===== src/rtl/alu_arbiter.sv =====
// alu_arbiter: round-robin arbiter sharing one registered-output ALU between
// two requesters, with valid/ready request and response handshakes.
// Only one operation is in flight at a time.
// Optional performance counters are built when ALU_ARB_PERF_EN is defined.
// Otherwise o_cnt_ops and o_cnt_err are tied to zero.

module alu_arbiter #(
    parameter int unsigned N       = 4,
    parameter int unsigned M       = 8,
    parameter int unsigned K       = 8,
    parameter int unsigned ALU_LAT = 1
) (
    input  logic             i_clk,
    input  logic             i_reset,
    input  logic [1:0]       i_req_valid,
    input  logic [2*N-1:0]   i_req_op,
    input  logic [2*M-1:0]   i_req_arg_A,
    input  logic [2*M-1:0]   i_req_arg_B,
    output logic [1:0]       o_req_ready,
    output logic [1:0]       o_rsp_valid,
    input  logic [1:0]       i_rsp_ready,
    output logic [K-1:0]     o_rsp_result,
    output logic [3:0]       o_rsp_status,
    output logic             o_rsp_error,
    output logic [N-1:0]     o_alu_op,
    output logic [M-1:0]     o_alu_arg_A,
    output logic [M-1:0]     o_alu_arg_B,
    input  logic [K-1:0]     i_alu_result,
    input  logic [3:0]       i_alu_status,
    input  logic             i_alu_error,
    output logic [31:0]      o_cnt_ops,
    output logic [15:0]      o_cnt_err
);

    localparam int unsigned CW = (ALU_LAT > 1) ? $clog2(ALU_LAT) : 1;

    typedef enum logic [1:0] {
        S_IDLE  = 2'd0,
        S_ISSUE = 2'd1,
        S_WAIT  = 2'd2,
        S_RESP  = 2'd3
    } state_t;

    state_t          state;
    logic            rr_ptr;
    logic            owner;
    logic [CW-1:0]   wait_cnt;

    logic            accept;
    logic            grant_id;
    logic            rsp_hs;
    logic [N-1:0]    sel_op;
    logic [M-1:0]    sel_a;
    logic [M-1:0]    sel_b;

    // Grant: one-hot to the winner while idle; pointer only breaks ties.
    always_comb begin
        o_req_ready = 2'b00;
        if (state == S_IDLE) begin
            case (i_req_valid)
                2'b01:   o_req_ready = 2'b01;
                2'b10:   o_req_ready = 2'b10;
                2'b11:   o_req_ready = rr_ptr ? 2'b10 : 2'b01;
                default: o_req_ready = 2'b00;
            endcase
        end
    end

    assign accept   = |(i_req_valid & o_req_ready);
    assign grant_id = o_req_ready[1];
    assign rsp_hs   = (state == S_RESP) && i_rsp_ready[owner];
    assign sel_op   = grant_id ? i_req_op[N +: N]    : i_req_op[0 +: N];
    assign sel_a    = grant_id ? i_req_arg_A[M +: M] : i_req_arg_A[0 +: M];
    assign sel_b    = grant_id ? i_req_arg_B[M +: M] : i_req_arg_B[0 +: M];

    // Operation sequencer; the ALU drive registers double as the operand latch.
    always_ff @(posedge i_clk) begin
        if (!i_reset) begin
            state        <= S_IDLE;
            rr_ptr       <= 1'b0;
            owner        <= 1'b0;
            wait_cnt     <= '0;
            o_rsp_valid  <= 2'b00;
            o_rsp_result <= '0;
            o_rsp_status <= 4'd0;
            o_rsp_error  <= 1'b0;
            o_alu_op     <= '0;
            o_alu_arg_A  <= '0;
            o_alu_arg_B  <= '0;
        end else begin
            case (state)
                S_IDLE: begin
                    if (accept) begin
                        owner       <= grant_id;
                        rr_ptr      <= ~grant_id;
                        o_alu_op    <= sel_op;
                        o_alu_arg_A <= sel_a;
                        o_alu_arg_B <= sel_b;
                        state       <= S_ISSUE;
                    end
                end
                S_ISSUE: begin
                    wait_cnt <= CW'(ALU_LAT - 1);
                    state    <= S_WAIT;
                end
                S_WAIT: begin
                    if (wait_cnt == '0) begin
                        o_rsp_result <= i_alu_result;
                        o_rsp_status <= i_alu_status;
                        o_rsp_error  <= i_alu_error;
                        o_rsp_valid  <= {owner, ~owner};
                        o_alu_op     <= '0;
                        o_alu_arg_A  <= '0;
                        o_alu_arg_B  <= '0;
                        state        <= S_RESP;
                    end else begin
                        wait_cnt <= wait_cnt - CW'(1);
                    end
                end
                S_RESP: begin
                    if (rsp_hs) begin
                        o_rsp_valid <= 2'b00;
                        state       <= S_IDLE;
                    end
                end
                default: state <= S_IDLE;
            endcase
        end
    end

`ifdef ALU_ARB_PERF_EN
    logic [15:0] cnt_ops0;
    logic [15:0] cnt_ops1;
    logic [15:0] cnt_err;

    // Saturating per-requester completion and error counters.
    always_ff @(posedge i_clk) begin
        if (!i_reset) begin
            cnt_ops0 <= 16'd0;
            cnt_ops1 <= 16'd0;
            cnt_err  <= 16'd0;
        end else if (rsp_hs) begin
            if (!owner && cnt_ops0 != 16'hFFFF) cnt_ops0 <= cnt_ops0 + 16'd1;
            if (owner && cnt_ops1 != 16'hFFFF)  cnt_ops1 <= cnt_ops1 + 16'd1;
            if (o_rsp_error && cnt_err != 16'hFFFF) cnt_err <= cnt_err + 16'd1;
        end
    end

    assign o_cnt_ops = {cnt_ops1, cnt_ops0};
    assign o_cnt_err = cnt_err;
`else
    assign o_cnt_ops = 32'd0;
    assign o_cnt_err = 16'd0;
`endif

endmodule


===== config.mk =====
export PLATFORM = sky130hd
export DESIGN_NAME = alu_arbiter
export DESIGN_NICKNAME = d
export VERILOG_FILES = /design/src/rtl/alu_arbiter.sv
export SDC_FILE = /design/constraint.sdc
export NUM_CORES = 1
export LEC_CHECK = 0
export BUFFER_PORTS_ARGS = -buffer_cell sky130_fd_sc_hd__buf_4
export CORE_UTILIZATION = 30
export CTS_BUF_LIST = sky130_fd_sc_hd__clkbuf_8
export DETAILED_ROUTE_END_ITERATION = 7
export GPL_TIMING_DRIVEN = 0
export PLACE_DENSITY = 0.62
export SLEW_MARGIN = 15
export SYNTH_ARGS = -nofsm -noshare
export SYNTH_HDL_FRONTEND = slang
export SYNTH_SLANG_ARGS = --single-unit

===== constraint.sdc =====
create_clock -name i_clk -period 1.5 [get_ports i_clk]
set_input_delay 0.15 -clock i_clk [delete_from_list [all_inputs] [get_ports i_clk]]
set_output_delay 0.15 -clock i_clk [all_outputs]
set_load 0.01 [all_outputs]

# After elaboration in Yosys (flattened, before gate mapping)
# Cells that the tools add are included.
[op_classes]
magnitude_cmp = 1
bitwise = 4
reduce_logical = 11
n_mux = 24
n_eq_ne = 9
addsub = 1
[op_table]
columns = ["cell", "n"]
rows = [
  ["$mux W8", 5],
  ["$pmux W8 S2", 2],
  ["$mux W2", 6],
  ["$mux W4", 3],
  ["$reduce_and A3 Y1", 3],
  ["$eq A2 B2 Y1 const B", 4],
  ["$pmux W2 S4", 1],
  ["$pmux W4 S2", 1],
  ["$ne A2 B2 Y1 const B", 3],
  ["$pmux W2 S3", 1],
  ["$reduce_bool A2 Y1", 3],
  ["$eq A2 B1 Y1 const B", 2],
  ["$pmux W2 S2", 1],
  ["$reduce_and A2 Y1", 2],
  ["$mux W1", 3],
  ["$not A1 Y1", 3],
  ["$and A2 B2 Y2", 1],
  ["$logic_not A2 Y1", 1],
  ["$lt A1 B2 Y1 const B", 1],
  ["$pmux W1 S2", 1],
  ["$reduce_or A2 Y1", 1],
  ["$logic_and A1 B1 Y1", 1],
  ["$sub A1 B1 Y1 const B", 1],
]
[totals]
output_inout_bits = 85
regBits = 40
in_bits = 59

# Depth between registers and ports, before layout
[depth]
word_depth = 7
mapped_depth = 8

# Worst setup path after synthesis
# Ideal clock, no wire load.
[synth_timing]
path_kind = "register -> register"
from = "register state[0]"
to = "register o_alu_arg_A[7]"
setup_slack_ns = 0.043
arrival_time_ns = 1.331
path_stages_with_launch = 8
n_path_buf = 1
required_ns = 1.375
setup_time_ns = 0.125
path_cell_list = "dfxtp_1 -> inv_1 -> ha_1 -> nand2_2 -> a21oi_4 -> buf_12 -> mux2i_1 -> o21ai_2"
[synth_between]
elab_chain_len = 6
[synth_rtl]
columns = ["item", "line", "rtl"]
rows = [
  ["from (decl)", "44", "state_t state;"],
  ["from (signal assigned)", "79", "state <= S_IDLE;"],
  ["from (signal assigned)", "99", "state <= S_ISSUE;"],
  ["from (signal assigned)", "104", "state <= S_WAIT;"],
  ["$logic_not A2 Y1", "59, 91", ""],
  ["$mux W2", "59", "if (state == S_IDLE) begin"],
  ["$and A2 B2 Y2", "69", "assign accept = |(i_req_valid & o_req_ready);"],
  ["$reduce_or A2 Y1", "69", ""],
  ["$ne A2 B2 Y1 (no line)", "--", ""],
  ["$reduce_and A3 Y1 (no line)", "--", ""],
  ["to (signal assigned)", "97", "o_alu_arg_A <= sel_a;"],
  ["to (decl)", "26", "output logic [M-1:0] o_alu_arg_A,"],
]
# Several ways; a longest one is shown, not always the timed one. The select of a mux whose other input is x is not followed.
# A chain may end at the register's enable or synchronous reset.

# Worst setup path in the final report
[layout_timing]
from = "register state[0]"
to = "output port o_req_ready[1]"
[layout_between]
elab_chain_len = 2
[layout_rtl]
columns = ["item", "line", "rtl"]
rows = [
  ["$logic_not A2 Y1", "59", ""],
  ["$mux W2", "59", ""],
  ["to (decl)", "19", "output logic [1:0] o_req_ready,"],
]
# Every way passes these cells.

==> summary.txt <==
STA
  • Final WS setup: 0.0226 ns
  • Worst clock skew: roughly 0.0055 ns
  • Final hold violations: 0
  • FMAX: just under 700 MHz
  • # setup viols final: 0
  • RSZ-0062 raised after global routing: yes
  • Setup TNS: 0 ns
  • Max-slew violation count: 0
  • Final Critical Period: 1.48 ns
  • Crit share post-route: 98.5%
  • Worst hold slack: about 0.12 ns

Power and ir drop
  • Worst vdd ir: 0.645 mV
  • Comb power frac: 46.7%
  • Pleak: approximately 1.6 nW
  • NetSw: 0.00139 W
  • Switching share of power: 32.4%
  • Internal power: 0.00290 W
  • Clock share of power: 19.1%
  • Power Density: 1300 nW/um2
  • Reg power frac: 34.2%

Yosys
  • Unique masters post-synth: 26
  • Synthesis warning total: 0
  • Top cells by area, synth: dfxtp_1 (38%), buf_4 (19%), mux2i_1 (17%)
  • Mapped Area: 2060 um2
  • Number of synthesized register bits: 39
  • Syn Area/Cell: 9.39 um2
  • Register area share after synthesis: ~38%
  • Cells after Synth: 219
  • Area leader, netlist: dfxtp_1
  • Top-area cell type share of the netlist area: a little under two fifths

Critical path
  • Worst setup SP type: register
  • Largest stage delay, worst path: 0.34 ns
  • Reg-to-Reg Start: state[0]
  • Reg2Reg Depth: 8
  • CP max-delay cell: dfxtp_2
  • Top delay family on crit path: flip-flops
  • Critical path depth in cells: 6
  • CP Class: reg -> out
  • CP Capture Type: output pin
  • WP data arrival: 1.33 ns
  • R2R Path End: o_alu_op[2]
  • Critical-path cell list: inv_4 > ha_4 > nand2_4 > a21oi_4 > buf_12 > buf_6
  • Crit path max fanout: 8
  • CP Data Required Time: 1.35 ns
  • Crit path buffers/inverters: 3
  • R2r setup slk: 0.04 ns

Drt
  • Drt total wl: 4.53 mm
  • Remaining DRCs: 9
  • Avg WL per Cell: approximately 10 um
  • Drt first pass iters: 6
  • 1st-iter DRT viols: 52
  • DR vias/cell: 3.93
  • Vias: 1789
  • Remaining antenna violation count after routing: 0

Placement
  • RePlAce Congestion: 0.697
  • Post-DP Area: 3040 um2
  • DP HPWL: around 3.5 mm
  • Input/output buffers: 95
  • Pre-CTS WS: -0.136 ns

Cells and area
  • N_diodes: 0
  • Ratio of cells with drive above 1 in the final layout: 47.4%
  • Fin area: 3290 um2
  • Fill cells: 638
  • Most common cell after layout, fill and taps aside: buf_4
  • Finished Core Util: 50.6%
  • Final Net Count: approximately 440
  • Area grow syn2layout: 60.0%
  • Commonest cells after routing, fill and taps aside: buf_4 (153), conb_1 (48), dfxtp_1 (37), mux2i_1 (33), nand2_1 (24)

Hold path
  • WHS Endpoint: o_rsp_result[7]
  • Worst Min Path Start: i_alu_result[7]
  • Worst hold stages: 3
  • Worst hold path class: in -> reg

Clock network
  • Clock Tree Buf Depth: 2
  • CTS tree: done
  • Clock insertion delay at the later pin of the skew report: about 0.28 ns
  • H-tree depth: 2
  • Num CTS Buffers: 5
  • Root Buffer: clkbuf_8
  • Clock transition at path regs: about 0.07 ns
  • # hold bufs at CTS: 0
  • Clock tree sinks: 39

GRT
  • Largest net degree at the start of global routing: 12
  • Initial antenna violation count: 0
  • GR Overflow Total: 0
  • Number of global-route vias before repair: 1564
  • First-pass GRT wire length: 7.02 mm
  • Total track usage: 12.3%

Floorplanning
  • Row count: 29
  • Ports: 144
  • Die area: 7190 um2
  • Die span in x: roughly 85 um
  • Die H: 84.8 um
  • Initial core utilization: 31.7%
  • Core area: 6490 um2

Run status
  • Failing checks: DRC
  • Status: complete, but fails checks

Job
  • Max Cap Viol: 0
## logic make-up after synthesis
group	share of synthesized area, %
flip-flops	38.0
other	0.182
buffers and inverters	22.3
adder cells (fa/ha/maj)	2.43
multiplexers	16.6
AO/OA/AOI/OAI	9.43
AND/OR/NAND/NOR	11.1
## registers in the layout, indices dropped and copies added, names as in the netlist
register      flops
o_alu_arg_A       8
o_alu_arg_B       8
o_alu_op          4
o_rsp_error       1
o_rsp_result      8
o_rsp_status      4
o_rsp_valid       2
owner             1
rr_ptr            1
state             2
## layer usage
metal	global-route usage [%]	share of wire, %
met1	13.2	40
met2	22.0	49
met3	4.72	10
met4	4.16	1.2
met5	0	0
## synth_stat cells (all sizes together)
cell and count:
nor2 2, dfxtp 39, and2 1, clkbuf 4, conb 1, nor2b 14
o2111ai 1, o21ai 24, buf 54, and4b 1, nand3 1, mux2i 34
a31o 2, ha 4, nor4b 1, a21oi 5, inv 4, nor3b 1
o21a 1, nand2 25
## what timing repair did
item | 4_1_cts | 5_1_grt
cloned | 0 | 1
pin swaps | 2 | 3
endpoints found under the setup margin | 22 | 31
buffers inserted | 2 | 7
resized for setup | 13 | 6
## how the worst max path moves through the flow
stage / endpoint / from
2_1_floorplan: o_alu_arg_A[7] / state[0]
3_3_place_gp: o_alu_arg_B[7] / state[0]
3_5_place_dp: o_alu_arg_B[7] / state[0]
4_1_cts: o_req_ready[1] / state[1]
5_1_grt: o_alu_arg_B[3] / state[0]
6_report: o_req_ready[1] / state[0]
## tightest hold or removal path, cell delays in order
cell     delay [ns]
buf_4          0.08
mux2i_1        0.05
nor2b_1        0.09
## power groups by stage
stage	clock [W]	sequential (W)	combinational, W
2_1_floorplan	0	0.00158	0.00101
3_3_place_gp	0	0.00147	0.00178
3_5_place_dp	0	0.00148	0.00180
4_1_cts	0.000864	0.00147	0.00190
5_1_grt	0.000913	0.00150	0.00222
6_report	0.000818	0.00147	0.00200
## per-stage QoR
step           std cells  total power [W]
2_1_floorplan        266          0.00258
3_3_place_gp         438          0.00325
3_5_place_dp         438          0.00328
4_1_cts              447          0.00423
5_1_grt              455          0.00463
6_report             455          0.00429
## cell type report
type / instances / area [um2] / area share [%]
Multi-Input combinational cell: 165 / 1020 / 31.0
Timing Repair Buffer: 105 / 813 / 24.7
Sequential cell: 39 / 783 / 23.8
Buffer: 58 / 457 / 13.9
Tap cell: 77 / 96.3 / 2.93
Clock buffer: 5 / 68.8 / 2.09
Clock inverter: 2 / 33.8 / 1.03
Inverter: 4 / 17.5 / 0.533
No activity file was read; power rests on OpenSTA's default activity.
